===== src/rtl/rv32i_fetch_unit.sv =====
// Instruction fetch stage: PC, credit-limited imem requests, prefetch FIFO to decode, redirect flush.
// Optional macro FETCH_BYPASS_EN forwards a response straight to decode when nothing is buffered.
module rv32i_fetch_unit #(
  parameter int               WIDTH    = 32,
  parameter logic [WIDTH-1:0] RESET_PC = '0,
  parameter int               DEPTH    = 4
) (
  input  logic             clk,
  input  logic             rst,
  output logic             imem_req_valid,
  input  logic             imem_req_ready,
  output logic [WIDTH-1:0] imem_req_addr,
  input  logic             imem_rsp_valid,
  input  logic [WIDTH-1:0] imem_rsp_data,
  output logic             id_valid,
  input  logic             id_ready,
  output logic [WIDTH-1:0] id_instr,
  output logic [WIDTH-1:0] id_pc,
  input  logic             redirect_valid,
  input  logic [WIDTH-1:0] redirect_pc
);
  localparam int AW = $clog2(DEPTH);
  localparam int CW = AW + 1;

  logic [WIDTH-1:0] pc;
  logic [CW-1:0]    outstanding, drop, count;
  logic [CW-1:0]    outstanding_next, count_next;
  logic [AW-1:0]    wptr, rptr, tag_wptr, tag_rptr;
  logic [WIDTH-1:0] instr_mem [DEPTH];
  logic [WIDTH-1:0] pc_mem    [DEPTH];
  logic [WIDTH-1:0] tag_mem   [DEPTH];

  logic [CW:0]      inflight;
  logic             req_fire, rsp_keep, head_valid, push, pop;
  logic [WIDTH-1:0] rsp_pc;
  logic             unused_low_bits;

  assign unused_low_bits = ^redirect_pc[1:0];

  // Credit covers both in-flight requests and buffered words, so a response always has a slot.
  assign inflight       = {1'b0, outstanding} + {1'b0, count};
  assign imem_req_valid = rst && (inflight < (CW+1)'(DEPTH));
  assign imem_req_addr  = pc;
  assign req_fire       = imem_req_valid && imem_req_ready;

  assign rsp_pc     = tag_mem[tag_rptr];
  assign rsp_keep   = imem_rsp_valid && !redirect_valid && (drop == '0);
  assign head_valid = (count != '0);
  assign pop        = head_valid && id_ready;

`ifdef FETCH_BYPASS_EN
  logic bypass_sel;
  assign bypass_sel = !head_valid && rsp_keep;
  assign push       = rsp_keep && !(bypass_sel && id_ready);

  always_comb begin
    id_valid = head_valid || bypass_sel;
    id_instr = '0;
    id_pc    = '0;
    if (head_valid) begin
      id_instr = instr_mem[rptr];
      id_pc    = pc_mem[rptr];
    end else if (bypass_sel) begin
      id_instr = imem_rsp_data;
      id_pc    = rsp_pc;
    end
  end
`else
  assign push = rsp_keep;

  always_comb begin
    id_valid = head_valid;
    id_instr = '0;
    id_pc    = '0;
    if (head_valid) begin
      id_instr = instr_mem[rptr];
      id_pc    = pc_mem[rptr];
    end
  end
`endif

  always_comb begin
    outstanding_next = outstanding;
    case ({req_fire, imem_rsp_valid})
      2'b10:   outstanding_next = outstanding + CW'(1);
      2'b01:   outstanding_next = outstanding - CW'(1);
      default: outstanding_next = outstanding;
    endcase
    count_next = count;
    case ({push, pop})
      2'b10:   count_next = count + CW'(1);
      2'b01:   count_next = count - CW'(1);
      default: count_next = count;
    endcase
  end

  // Storage arrays carry no reset; their contents are only observed behind the pointers.
  always_ff @(posedge clk) begin
    if (req_fire) tag_mem[tag_wptr] <= pc;
    if (push && !redirect_valid) begin
      instr_mem[wptr] <= imem_rsp_data;
      pc_mem[wptr]    <= rsp_pc;
    end
  end

  always_ff @(posedge clk or negedge rst) begin
    if (!rst) begin
      pc          <= RESET_PC;
      outstanding <= '0;
      drop        <= '0;
      count       <= '0;
      wptr        <= '0;
      rptr        <= '0;
      tag_wptr    <= '0;
      tag_rptr    <= '0;
    end else begin
      outstanding <= outstanding_next;
      if (req_fire)       tag_wptr <= tag_wptr + AW'(1);
      if (imem_rsp_valid) tag_rptr <= tag_rptr + AW'(1);
      if (redirect_valid) begin
        // Everything still in flight after this cycle belongs to the old path.
        pc    <= {redirect_pc[WIDTH-1:2], 2'b00};
        drop  <= outstanding_next;
        count <= '0;
        rptr  <= wptr;
      end else begin
        if (req_fire) pc <= pc + WIDTH'(4);
        if (push) wptr <= wptr + AW'(1);
        if (pop)  rptr <= rptr + AW'(1);
        count <= count_next;
        if (imem_rsp_valid && (drop != '0)) drop <= drop - CW'(1);
      end
    end
  end
endmodule

===== config.mk =====
export PLATFORM = sky130hd
export DESIGN_NAME = rv32i_fetch_unit
export DESIGN_NICKNAME = d
export VERILOG_FILES = /design/src/rtl/rv32i_fetch_unit.sv
export SDC_FILE = /design/constraint.sdc
export NUM_CORES = 1
export LEC_CHECK = 0
export CAP_MARGIN = 20
export CORE_ASPECT_RATIO = 2
export CORE_MARGIN = 2
export CORE_UTILIZATION = 36
export DETAILED_ROUTE_END_ITERATION = 7
export PLACE_DENSITY = 0.59
export SETUP_SLACK_MARGIN = 0.05
export SLEW_MARGIN = 40
export SYNTH_ARGS = -nofsm -noshare
export SYNTH_HDL_FRONTEND = slang
export SYNTH_SLANG_ARGS = --single-unit

===== constraint.sdc =====
create_clock -name clk -period 4.2 [get_ports clk]
set_clock_uncertainty 0.05 [all_clocks]
set_input_delay 1.26 -clock clk [delete_from_list [all_inputs] [get_ports clk]]
set_output_delay 1.26 -clock clk [all_outputs]
set_load 0.05 [all_outputs]

==> tab_implementation.tex <==
\begin{tabular}{lr}
\hline
Metric & Value \\
\hline
\multicolumn{2}{l}{\textbf{Synth}} \\
Number of cells produced by synthesis & 908 \\
Mapped cell area & 0.01675 sq mm \\
Unique masters post-synth & 50 \\
EDFF count, synth & 368 \\
Average footprint of a synthesized cell & 18.45 sq um \\
Main synth FF type & sky130\_fd\_sc\_hd\_\_edfxtp\_1 \\
Sequential-to-total area share from yosys stat & 0.7299 \\
Ys Warns & 0 \\
Async SR Flop Fraction & 0.1133 \\
\#FFs+latches synth & 415 \\
\multicolumn{2}{l}{\textbf{Timing}} \\
Final sum of negative setup slack & 0 ns \\
Final period utilization & 0.9437 \\
Fin worst setup slack & 0.2365 ns \\
Fin crit period & 3.964 ns \\
Endpoints failing hold & 0 \\
Final count of pins violating max slew & 0 \\
Setup repair after global routing missed its margin & no \\
Relative slew margins & 0.5812 \\
Measured slew at the worst slew-check pin & 0.6263 ns \\
Final number of setup-violating endpoints & 0 \\
Highest clock rate & 0.2523 GHz \\
Worst hold slack after final layout & 0.4519 ns \\
\multicolumn{2}{l}{\textbf{Clocking}} \\
Number of buffers added by the clock tree synthesis step & 38 \\
Number of hold-repair buffers added at the cts stage & 0 \\
Clock sink count & 415 \\
Insertion delay to the later sink of the worst-skew pair & 0.53 ns \\
Number of H-tree levels & 2 \\
Clock-pin slew on the worst setup and hold paths & 0.07 ns \\
Clock tree from TritonCTS & yes \\
Buffer cell driving the clock tree root & sky130\_fd\_sc\_hd\_\_clkbuf\_16 \\
Post-CTS setup buffer count & 0 \\
Buffers from clock root to sink, at most & 3 \\
\multicolumn{2}{l}{\textbf{Setup path}} \\
Delay contributed by the slowest stage of the critical path & 0.74 ns \\
Worst EP arrival & 2.65 ns \\
Data required time of the critical path & 2.89 ns \\
Crit path buffers/inverters & 2 \\
Element type at the critical path end & primary output \\
Startpoint type of the worst setup path & flop \\
CP delay by family, top & buffers and inverters \\
Class of the most critical setup path & reg2out \\
Critical path, cell by cell & or3\_4, buf\_12, and2\_1, clkdlybuf4s50\_1 \\
Maximum fanout along the worst path & 21 \\
Max stage delay cell, worst path & sky130\_fd\_sc\_hd\_\_clkdlybuf4s50\_1 \\
\multicolumn{2}{l}{\textbf{Route}} \\
Number of DRC violations after detailed routing & 0 \\
Vias per cell & 5.307 \\
Total wirelength of the detailed-routed design & 36880 um \\
First-pass DRT Iterations & 6 \\
ANT nets after route & 0 \\
Total via count in the routed design & 8948 \\
WL/cell & 21.88 um \\
Initial drt markers & 469 \\
\multicolumn{2}{l}{\textbf{Global routing}} \\
Maximum number of pins on one net before global-route repair & 63 \\
Aggregate global routing overflow & 0 \\
Antenna violations before repair & 0 \\
Overall track demand over capacity in global routing & 0.1563 \\
First-pass GRT wire length & 56570 um \\
Via count of the first global-routing pass & 9787 \\
\multicolumn{2}{l}{\textbf{Place}} \\
HPWL after detailed placement & 23920 um \\
Placed cell count & 1619 \\
Instance area after placement & 0.01925 sq mm \\
Final GP Congestion & 0.8746 \\
Setup WS pre-CTS & 0.4125 ns \\
Port Buf Inserts & 161 \\
\multicolumn{2}{l}{\textbf{Pwr}} \\
Leakage & 6.902 nW \\
Overall power & 13.33 mW \\
Total power per unit cell area & 653.3 mW/mm\^{}2 \\
Max IR drop VDD & 0.4069 mV \\
\multicolumn{2}{l}{\textbf{Final layout}} \\
Post-route cell area & 0.02040 sq mm \\
Area of combinational cells with multiple inputs & 0.004295 sq mm \\
Antenna cells & 0 \\
Leading cell type in the layout, fill and taps excluded & sky130\_fd\_sc\_hd\_\_edfxtp\_1 \\
Area added between synthesis and finish & 21.77\% \\
Fin util & 0.4450 \\
Number of nets in the layout & 1180 \\
Finished Layout Cells & 1686 \\
Sequential cell area & 0.01224 sq mm \\
Share of cells above drive strength 1 & 0.1757 \\
Fill count & 4041 \\
Most used cells in the layout excluding fill and tap cells & sky130\_fd\_sc\_hd\_\_edfxtp\_1, sky130\_fd\_sc\_hd\_\_clkdlybuf4s50\_1, sky130\_fd\_sc\_hd\_\_mux4\_2, sky130\_fd\_sc\_hd\_\_and2\_1, sky130\_fd\_sc\_hd\_\_dlygate4sd2\_1 \\
\multicolumn{2}{l}{\textbf{Floorplanning}} \\
Vertical extent of the die & 309.1 um \\
Die area & 0.04838 sq mm \\
Core area & 0.04583 sq mm \\
Effective utilization at floorplan & 0.3655 \\
Number of I/O pins & 168 \\
Die boundary width & 156.5 um \\
Rows & 111 \\
\multicolumn{2}{l}{\textbf{Worst hold path}} \\
Worst Hold Class & reg2reg \\
\multicolumn{2}{l}{\textbf{Job}} \\
Reported max-cap violation count & 0 \\
\multicolumn{2}{l}{\textbf{Status}} \\
Run status & finished, final reports clean \\
\hline
\end{tabular}
state kept, by name, indices dropped and copies added (netlist names), 3 cells and up:
signal	count
tag_mem	120
outstanding	3
instr_mem	128
drop	3
count	3
pc_mem	120
imem_req_addr	30
routing by layer:
layer | vias to the layer above | wire length, um | global-route usage
li1 | 4008 | - | -
met1 | 4591 | 13090 | 0.1640
met2 | 273 | 20850 | 0.3062
met3 | 76 | 1486 | 0.01961
met5 | - | 0 | 0
met4 | 0 | 1464 | 0.06721
power breakdown:
| group | internal (mW) | total, mW | switching (mW) |
|---|---|---|---|
| Sequential | 5.05 | 5.43 | 0.380 |
| Combinational | 1.79 | 4.56 | 2.77 |
| Clock | 1.86 | 3.34 | 1.48 |
layout make-up:
class                           instances  share of cell area
Clock buffer                           48             0.04999
Clock inverter                         19            0.008895
Inverter                               13            0.002392
Multi-Input combinational cell        434              0.2106
Sequential cell                       415              0.6000
Tap cell                              565             0.03466
Timing Repair Buffer                  192             0.09342
cells by family (layout without fill, tap and decap cells):
kind of cell,Yosys count,in the layout,synth area share
compound gates,66,66,0.02458
xor+xnor,19,19,0.009934
fa+ha+maj,16,16,0.01285
buf+inv,62,272,0.01494
flops,415,415,0.7299
mux,97,97,0.1268
other cells,1,4,0.0002239
simple gates,232,232,0.08074
synthesized netlist by cell type (2+ instances only):
master / count / area share
sky130_fd_sc_hd__a221oi_1: 3 / 0.0016
sky130_fd_sc_hd__a31oi_1: 16 / 0.0060
sky130_fd_sc_hd__and2_1: 68 / 0.025
sky130_fd_sc_hd__and3_1: 13 / 0.0049
sky130_fd_sc_hd__and4_1: 6 / 0.0031
sky130_fd_sc_hd__buf_1: 12 / 0.0027
sky130_fd_sc_hd__buf_4: 4 / 0.0018
sky130_fd_sc_hd__clkbuf_1: 31 / 0.0069
sky130_fd_sc_hd__dfrtp_1: 47 / 0.070
sky130_fd_sc_hd__edfxtp_1: 368 / 0.66
sky130_fd_sc_hd__fa_1: 2 / 0.0024
sky130_fd_sc_hd__ha_1: 14 / 0.010
sky130_fd_sc_hd__inv_1: 12 / 0.0027
sky130_fd_sc_hd__mux2_2: 2 / 0.0013
sky130_fd_sc_hd__mux2i_1: 3 / 0.0018
sky130_fd_sc_hd__mux4_2: 92 / 0.12
sky130_fd_sc_hd__nand2_1: 29 / 0.0065
sky130_fd_sc_hd__nand2b_1: 2 / 0.00075
sky130_fd_sc_hd__nand3_1: 22 / 0.0066
sky130_fd_sc_hd__nand4_1: 22 / 0.0082
sky130_fd_sc_hd__nor2_1: 23 / 0.0052
sky130_fd_sc_hd__nor2b_1: 6 / 0.0022
sky130_fd_sc_hd__nor3_1: 5 / 0.0015
sky130_fd_sc_hd__nor3b_1: 2 / 0.00090
sky130_fd_sc_hd__nor4_1: 4 / 0.0015
sky130_fd_sc_hd__o21ai_0: 27 / 0.0081
sky130_fd_sc_hd__o31ai_1: 12 / 0.0054
sky130_fd_sc_hd__or3_1: 5 / 0.0019
sky130_fd_sc_hd__or4_1: 18 / 0.0081
sky130_fd_sc_hd__xnor2_1: 10 / 0.0052
sky130_fd_sc_hd__xor2_1: 9 / 0.0047
final timing paths:
check | start | endpoint | slack [ns] | cells past startpoint
worst max-delay path | count[0]$_DFFE_PN0P_ | id_pc[21] | 0.24 | 4
worst min-delay path | outstanding[2]$_DFF_PN0_ | outstanding[2]$_DFF_PN0_ | 0.45 | 1
worst max register to register | count[2]$_DFFE_PN0P_ | imem_req_addr[22]$_DFFE_PN0N_ | 1.27 | 5
worst min register to register | outstanding[2]$_DFF_PN0_ | outstanding[2]$_DFF_PN0_ | 0.45 | 1
max in group asynchronous | rst | tag_rptr[0]$_DFFE_PN0P_ | 2.96 | 2
min in group asynchronous | rst | outstanding[2]$_DFF_PN0_ | 0.70 | 2
repair_timing:
action	CTS	global route
cloned	0	0
endpoints found under the hold margin	0	0
endpoints found under the setup margin	60	3
gates resized for setup	52	3
pin swaps	0	0
(Power assumes the default switching activity.)
